### config.mk
export PLATFORM = sky130hd
export DESIGN_NAME = karatsuba_seq_ctrl
export DESIGN_NICKNAME = d
export VERILOG_FILES = /design/src/rtl/karatsuba_pkg.sv /design/src/rtl/clmul_serial.sv /design/src/rtl/karatsuba_seq_ctrl.sv
export SDC_FILE = /design/constraint.sdc
export NUM_CORES = 2
export LEC_CHECK = 0
export BUFFER_PORTS_ARGS = -buffer_cell sky130_fd_sc_hd__buf_4
export CAP_MARGIN = 20
export CORE_UTILIZATION = 54
export CTS_BUF_LIST = sky130_fd_sc_hd__clkbuf_2 sky130_fd_sc_hd__clkbuf_4 sky130_fd_sc_hd__clkbuf_8
export CTS_CLUSTER_DIAMETER = 40
export DETAILED_ROUTE_END_ITERATION = 10
export PLACE_DENSITY = 0.74
export SKIP_CTS_REPAIR_TIMING = 1
export SLEW_MARGIN = 10
export SYNTH_ARGS = -nofsm -noshare
export SYNTH_HDL_FRONTEND = slang
export SYNTH_HIERARCHICAL = 1
export SYNTH_SLANG_ARGS = --single-unit
### constraint.sdc
create_clock -name clk -period 4.2 [get_ports clk]
set_input_delay 0.84 -clock clk [delete_from_list [all_inputs] [get_ports clk]]
set_output_delay 0.84 -clock clk [all_outputs]
set_load 0.02 [all_outputs]
### src/rtl/karatsuba_pkg.sv
// Shared constants and FSM encoding for the sequential Karatsuba GF(2)[x] multiplier.
package karatsuba_pkg;

  localparam int unsigned N = 233;
  localparam int unsigned L = 116;
  localparam int unsigned H = N - L;

  typedef enum logic [2:0] {
    IDLE    = 3'd0,
    MUL_HH  = 3'd1,
    MUL_LL  = 3'd2,
    MUL_MM  = 3'd3,
    COMBINE = 3'd4,
    DONE    = 3'd5
  } state_e;

endpackage

### src/rtl/clmul_serial.sv
// Bit-serial W x W carry-less multiplier, MSB-first Horner scheme, one multiplier bit per cycle.
module clmul_serial #(
  parameter int unsigned W = 117
) (
  input  logic            clk,
  input  logic            rst,
  input  logic            load,
  input  logic            step,
  input  logic [W-1:0]    x,
  input  logic [W-1:0]    y,
  output logic [2*W-2:0]  prod_c
);

  localparam int unsigned AW   = 2*W - 1;
  localparam int unsigned ACCW = AW - 1;

  logic [W-1:0]    x_r;
  logic [W-1:0]    y_r;
  logic [ACCW-1:0] acc;

  // Accumulator value after the current step; after the final step this is the full product.
  assign prod_c = {acc, 1'b0} ^ (y_r[W-1] ? AW'(x_r) : '0);

  // Load consumes the multiplier MSB in the same cycle, so W cycles cover all W bits.
  always_ff @(posedge clk or negedge rst) begin
    if (!rst) begin
      x_r <= '0;
      y_r <= '0;
      acc <= '0;
    end else if (load) begin
      x_r <= x;
      y_r <= {y[W-2:0], 1'b0};
      acc <= y[W-1] ? ACCW'(x) : '0;
    end else if (step) begin
      y_r <= {y_r[W-2:0], 1'b0};
      acc <= prod_c[ACCW-1:0];
    end
  end

endmodule

### src/rtl/karatsuba_seq_ctrl.sv
// Sequential one-level Karatsuba carry-less multiplier: three half-width products on one
// shared serial multiplier, then an XOR-only recombination.
module karatsuba_seq_ctrl #(
  parameter int unsigned N = karatsuba_pkg::N,
  parameter int unsigned L = karatsuba_pkg::L
) (
  input  logic           clk,
  input  logic           rst,
  input  logic           start,
  output logic           in_ready,
  input  logic [N-1:0]   a,
  input  logic [N-1:0]   b,
  input  logic           abort,
  output logic           out_valid,
  input  logic           out_ready,
  output logic [2*N-1:0] c
);

  import karatsuba_pkg::*;

  localparam int unsigned HW = N - L;
  localparam int unsigned PW = 2*HW - 1;
  localparam int unsigned CW = 2*N;
  localparam int unsigned BW = $clog2(HW);

  state_e          state;
  state_e          state_nxt;
  logic [N-1:0]    a_r;
  logic [N-1:0]    b_r;
  logic [BW-1:0]   cnt;
  logic [PW-1:0]   p_hh;
  logic [PW-1:0]   p_ll;
  logic [PW-1:0]   p_mm;
  logic            in_mul_c;
  logic            last_bit_c;
  logic            mul_load_c;
  logic            mul_step_c;
  logic [HW-1:0]   a_hi_c;
  logic [HW-1:0]   a_lo_c;
  logic [HW-1:0]   b_hi_c;
  logic [HW-1:0]   b_lo_c;
  logic [HW-1:0]   mul_x_c;
  logic [HW-1:0]   mul_y_c;
  logic [PW-1:0]   mul_prod_c;
  logic [CW-1:0]   c_nxt_c;

  assign a_hi_c = a_r[N-1:L];
  assign b_hi_c = b_r[N-1:L];
  assign a_lo_c = HW'(a_r[L-1:0]);
  assign b_lo_c = HW'(b_r[L-1:0]);

  assign c_nxt_c = (CW'(p_hh) << (2*L)) ^ (CW'(p_hh ^ p_ll ^ p_mm) << L) ^ CW'(p_ll);

  // Multiplier control and operand select for the active partial product.
  always_comb begin
    in_mul_c   = (state == MUL_HH) || (state == MUL_LL) || (state == MUL_MM);
    last_bit_c = in_mul_c && (cnt == BW'(HW-1));
    mul_load_c = in_mul_c && (cnt == '0);
    mul_step_c = in_mul_c && (cnt != '0);
    mul_x_c    = a_hi_c;
    mul_y_c    = b_hi_c;
    case (state)
      MUL_LL: begin
        mul_x_c = a_lo_c;
        mul_y_c = b_lo_c;
      end
      MUL_MM: begin
        mul_x_c = a_hi_c ^ a_lo_c;
        mul_y_c = b_hi_c ^ b_lo_c;
      end
      default: ;
    endcase
  end

  always_comb begin
    state_nxt = state;
    case (state)
      IDLE:    if (start) state_nxt = MUL_HH;
      MUL_HH:  if (last_bit_c) state_nxt = MUL_LL;
      MUL_LL:  if (last_bit_c) state_nxt = MUL_MM;
      MUL_MM:  if (last_bit_c) state_nxt = COMBINE;
      COMBINE: state_nxt = DONE;
      DONE:    if (out_ready && out_valid) state_nxt = IDLE;
      default: state_nxt = IDLE;
    endcase
    if (abort && (state != IDLE)) state_nxt = IDLE;
  end

  always_ff @(posedge clk or negedge rst) begin
    if (!rst) state <= IDLE;
    else      state <= state_nxt;
  end

  // Datapath and registered outputs; partial products are taken on each MUL state's last bit.
  always_ff @(posedge clk or negedge rst) begin
    if (!rst) begin
      a_r       <= '0;
      b_r       <= '0;
      cnt       <= '0;
      p_hh      <= '0;
      p_ll      <= '0;
      p_mm      <= '0;
      c         <= '0;
      in_ready  <= 1'b1;
      out_valid <= 1'b0;
    end else begin
      if ((state == IDLE) && start) begin
        a_r <= a;
        b_r <= b;
      end
      cnt <= (in_mul_c && (state_nxt == state)) ? cnt + BW'(1) : '0;
      if (last_bit_c) begin
        case (state)
          MUL_HH:  p_hh <= mul_prod_c;
          MUL_LL:  p_ll <= mul_prod_c;
          default: p_mm <= mul_prod_c;
        endcase
      end
      if ((state == COMBINE) && !abort) c <= c_nxt_c;
      in_ready  <= (state_nxt == IDLE);
      out_valid <= (state == DONE) && (state_nxt == DONE);
    end
  end

  clmul_serial #(.W(HW)) u_mul (
    .clk    (clk),
    .rst    (rst),
    .load   (mul_load_c),
    .step   (mul_step_c),
    .x      (mul_x_c),
    .y      (mul_y_c),
    .prod_c (mul_prod_c)
  );

endmodule
==> After elaboration in Yosys (flattened, before gate mapping) <==
Cells that the tools add are included.
{ "word_totals": {"word_cells": 68, "input_bits": 471, "out_inout_bits": 468, "regBits": 2109} }
{ "classes": {"bitwise": 8, "n_reduce_logical": 22, "n_addsub": 1, "muxes": 16, "eq_ne": 8} }
{ "ops": {"columns": ["operator", "count"], "rows": [
  ["$xor A233 B233 Y233", 3],
  ["$mux W117", 4],
  ["$pmux W117 S2", 2],
  ["$xor A465 B233 Y465", 1],
  ["$xor A465 B349 Y465", 1],
  ["$mux W232", 2],
  ["$xor A117 B116 Y117", 2],
  ["$mux W3", 6],
  ["$pmux W3 S6", 1],
  ["$eq A3 B3 Y1 const B", 3],
  ["$logic_and A1 B1 Y1", 9],
  ["$add A7 B1 Y7 const B", 1],
  ["$eq A7 B7 Y1 const B", 1],
  ["$logic_not A7 Y1", 1],
  ["$mux W7", 1],
  ["$reduce_bool A7 Y1", 1],
  ["$eq A3 B2 Y1 const B", 2],
  ["$logic_not A3 Y1", 2],
  ["$reduce_and A2 Y1", 3],
  ["$eq A3 B1 Y1 const B", 1],
  ["$eq A3 B3 Y1", 1],
  ["$reduce_bool A3 Y1", 1],
  ["$logic_or A1 B1 Y1", 2],
  ["$reduce_bool A2 Y1", 1],
  ["3 further kinds", 3]
]} }

==> Depth between registers and ports, before layout <==
{ "depth": {"depth_word": 10, "mapped_depth": 12, "mapped_depth_nobuf": 8} }

==> Modules after synthesis <==
The synthesis kept the hierarchy.
{ "by_module_without_submodules": {"columns": ["module", "instances", "cells_per_inst", "area_each_um2", "seq_area_each_um2"], "rows": [
  ["karatsuba_seq_ctrl", 1, 5692, 70612.7, 41090.7],
  ["clmul_serial", 1, 2121, 23123.4, 11636.2]
]} }

==> Worst setup path before layout <==
OpenSTA, ideal clock, no wires.
{ "synth_timing": {"path_kind": "input to register", "from": "input abort", "to": "register c[254]", "t_required_ns": 4.068, "path_slack_ns": 1.954, "setup_time_ns": 0.132, "arrival_ns": 2.113, "path_buffers": 6, "stages": 9, "path_cell_list": "clkbuf_1 -> or3_1 -> buf_2 -> buf_6 -> buf_6 -> buf_6 -> buf_6 -> nand2_1 -> o21ai_1"} }
{ "synth_via": {"elab_chain_len": 2} }
{ "synth_lines": {"columns": ["element", "line", "text"], "rows": [
  ["start: declaration", "karatsuba_seq_ctrl.sv:13", "input logic abort,"],
  ["$logic_not A1 Y1", "karatsuba_seq_ctrl.sv:119", "if ((state == COMBINE) && !abort) c <= c_nxt_c;"],
  ["$logic_and A1 B1 Y1", "karatsuba_seq_ctrl.sv:119", null],
  ["end signal: assignment", "karatsuba_seq_ctrl.sv:119", null],
  ["end: declaration", "karatsuba_seq_ctrl.sv:16", "output logic [2*N-1:0] c"]
]} }
No other way between the ends.
A chain may end at the register's enable or synchronous reset.

==> Final worst setup path <==
{ "layout_timing": {"from": "register state[0]", "to": "register p_mm[85]"} }
{ "layout_via": {"elab_chain_len": 5, "word_cells_on_any_way": 9, "cone_classes": "3 x eq/ne; 1 x bitwise; 5 x reduce/logical"} }
{ "layout_lines": {"columns": ["element", "line", "text"], "rows": [
  ["start: declaration", "karatsuba_seq_ctrl.sv:26", "state_e state;"],
  ["start signal: assignment", "karatsuba_seq_ctrl.sv:91", "else state <= state_nxt;"],
  ["$eq A3 B1 Y1 / $eq A3 B2 Y1 (equally long branches)", "karatsuba_seq_ctrl.sv:56, karatsuba_seq_ctrl.sv:113", null],
  ["$logic_or A1 B1 Y1 (2 in series)", "karatsuba_seq_ctrl.sv:56", "in_mul_c = (state == MUL_HH) || (state == MUL_LL) || (state == MUL_MM);"],
  ["$logic_and A1 B1 Y1", "karatsuba_seq_ctrl.sv:57", "last_bit_c = in_mul_c && (cnt == BW'(HW-1));"],
  ["$reduce_and A2 Y1 (no line) *", null, null],
  ["end signal: assignment", "karatsuba_seq_ctrl.sv:116", "default: p_mm <= mul_prod_c;"],
  ["end: declaration", "karatsuba_seq_ctrl.sv:33", "logic [PW-1:0] p_mm;"]
]} }
Every way passes the cells marked *; elsewhere a longest branch is shown, timed or not.

==> flow_summary.toml <==
[global_routing]
grt_pass1_vias = 64401
antenna_found_initial = 20
grt_max_degree = 149
gr-total-overflow = 0
grt_first_pass_wirelength_mm = 385
grtUsageTotal_pct = 28.5

[drt]
ant_nets = 0
drt-initial-drc-count = 4593
dr_total_vias = 64885
wl_per_cell_um = 22.4
wl_mm = 262
firstDrtPassIters = 5
vias_per_cell = 5.55
drc = 0

[power_and_ir_drop]
leakage_uw = 0.0541
p_int_uw = 41000
peakVddDrop_mv = 0.392
clockPowerShare_pct = 34.3
combPwrFrac_pct = 20.9
p_per_area_nw_per_um2 = 520
sequentialPowerShare_pct = 44.8
switchingPower_uw = 18300
p_sw_share_pct = 30.8

[floorplanning]
pin_count = 939
die_y_um = 419
rows = 152
dieWidth_um = 419
dieArea_um2 = 175000
fp.coreArea_um2 = 172000
initial_core_util_pct = 54.5

[timing]
setup_viol = 0
relSlewSlack_pct = 23.6
timing.hold.ws_ns = 0.0482
layout_setup_ws_ns = 0.984
fin_setup_tns_ns = 0
post-route-min-period_ns = 3.22
rsz0062_at_grt = "no"
worst_pin_slew_ns = 1.15
clock-skew-final_ns = 0.0693
finalHoldViolCount = 0
fmax_ghz = 0.311
drv_slew = 0
finalCritPeriodShare_pct = 76.6

[outcome]
run_status = "finished clean"

[clocking]
htree_levels = 5
cts_tree = "yes"
cts_root_buf = "clkbuf_8"
cts_sinks = 2107
cts.clk_slew.worst_paths_ns = 0.06
cts_buffer_depth = 4
numCtsBuffers = 371
clkLatencyLatePin_ns = 1.07

[synthesis]
synth-edff-count = 0
yosysSeqAreaShare_pct = 56.3
synth_cells = 7813
synth_fp_nets = 8286
synth_async_sr_flop_share_pct = 100
synth_cell_types = 48
ys.flop_type = "dfrtp_1"
synth.avg_cell_area_um2 = 12.0
ys_warn_count = 6
synth_seq_cells = 2107
syn-cell-area_um2 = 93700

[worst_setup_path]
worstPathRequired_ns = 5.08
crit_slowest_cell = "dfrtp_4"
ff2ff_setup_slack_ns = 0.98
worstPathMaxFanout = 69
path_cells = "and2_4, and2_4, buf_4, mux2_2"
slowest_delay_ns = 0.86
cp-start-kind = "register"
path_class = "reg2reg"
path_common_cell = "and2_4"
arrival_ns = 4.10
end_kind = "register"

[placement]
place_hpwl_mm = 170
routabilityCongestion = 0.873
io_buffers = 937
post-place-ws_ns = 1.06

[final_layout]
fin_nets = 9586
area_growth_pct = 21.6
drive_gt1_share_pct = 29.5

[flow_run]
cap_violations = 0

[worst_hold_path]
hold_path_class = "in2reg"
[critical path: cells and delay by family (launching register included)]
family        cells  cell delay (ns)
mux               1             0.37
buf+inv           1             0.37
simple gates      2             1.40
flops             1             0.86
[final timing paths]
path	start	endpoint	cells after the start
worst max-delay path	state[0]	p_mm[85]	4
worst min-delay path	b[43]	b_r[43]	2
worst max register to register	state[0]	p_mm[85]	4
worst min register to register	c[85]	c[85]	2
max in group asynchronous	rst	p_ll[168]	3
min in group asynchronous	rst	a_r[40]	2
[stage by stage]
step	instance area [um2]	util, %	power, uW	instances
finish	114000	66.3	59300	11698
global route	114000	66.3	62000	11692
CTS	110000	63.7	59000	11245
detailed placement	102000	59.1	38600	10609
global placement	102000	59.1	38000	10609
floorplan	93700	-	34000	7813
[power groups by stage]
stage / sequential (uW) / clock, uW / combinational, uW
after floorplan: 25700 / 0 / 8280
after global placement: 26600 / 0 / 11400
after detailed placement: 26800 / 0 / 11800
final: 26600 / 20300 / 12400
after global routing: 26900 / 21600 / 13500
after CTS: 26500 / 20600 / 11900
[layout by cell type, fill, tap and decap left out, drive strengths merged, types with 7 or more instances in the layout]
master and n:
a21oi 407, a311oi 174, and2 7, buf 1067, bufinv 18, clkbuf 567, clkinv 38, clkinvlp 11
dfrtp 2106, diode 12, dlygate4sd3 441, inv 122, mux2 1282, mux2i 231, nand2 1166, nand3 62
nor2 300, nor3b 116, o21ai 524, xnor2 585, xor2 120
[final cells by class]
class	count	area [um2]
Multi-Input combinational cell	5005	36700
Clock inverter	69	853
Timing Repair Buffer	1508	13200
Tap cell	2310	2890
Sequential cell	2107	52700
Inverter	120	450
Antenna cell	12	30.0
Clock buffer	567	7120
Fill cell	12555	58000
[routing by layer]
| layer | global-route usage (%) | up-vias | part of all wire [%] |
|---|---|---|---|
| met5 | 0 | - | 0.040 |
| met4 | 17.3 | 20 | 6.6 |
| met3 | 4.91 | 664 | 5.5 |
| met2 | 45.4 | 2267 | 48 |
| met1 | 36.6 | 32779 | 40 |
| li1 | - | 29155 | - |
[cells in the mapped netlist (all sizes together), types with 62 or more instances]
cell type,instances,area (um2)
dfrtp,2106,52700
mux2,1282,14800
nand2,1166,4380
xnor2,585,5120
o21ai,524,2620
buf,447,3370
a21oi,407,2040
nor2,300,1130
mux2i,231,2310
a311oi,174,1520
clkbuf,134,521
inv,120,450
xor2,120,1050
nor3b,116,1050
nand3,62,310
[cells by family (layout without fill, tap and decap cells)]
kind of cell	after synthesis	after routing	share of synthesized area [%]
AO/OA/AOI/OAI	1113	1113	6.67
AND/OR/NAND/NOR	1671	1671	7.53
adder cells (fa/ha/maj)	2	2	0.0267
flip-flops	2107	2107	56.3
other	1	13	0.00400
multiplexers	1513	1513	18.3
XOR/XNOR	705	705	6.59
buffers and inverters	701	2264	4.64
[sequential cells by signal (all words and copies together), names as in the netlist]
name and cells:
in_ready 1, b_r 233, state 3, u_mul/y_r 116
p_ll 233, cnt 7, p_mm 233, u_mul/x_r 117
c 465, u_mul/acc 232, a_r 233, out_valid 1
p_hh 233
(Power assumes the default switching activity.)
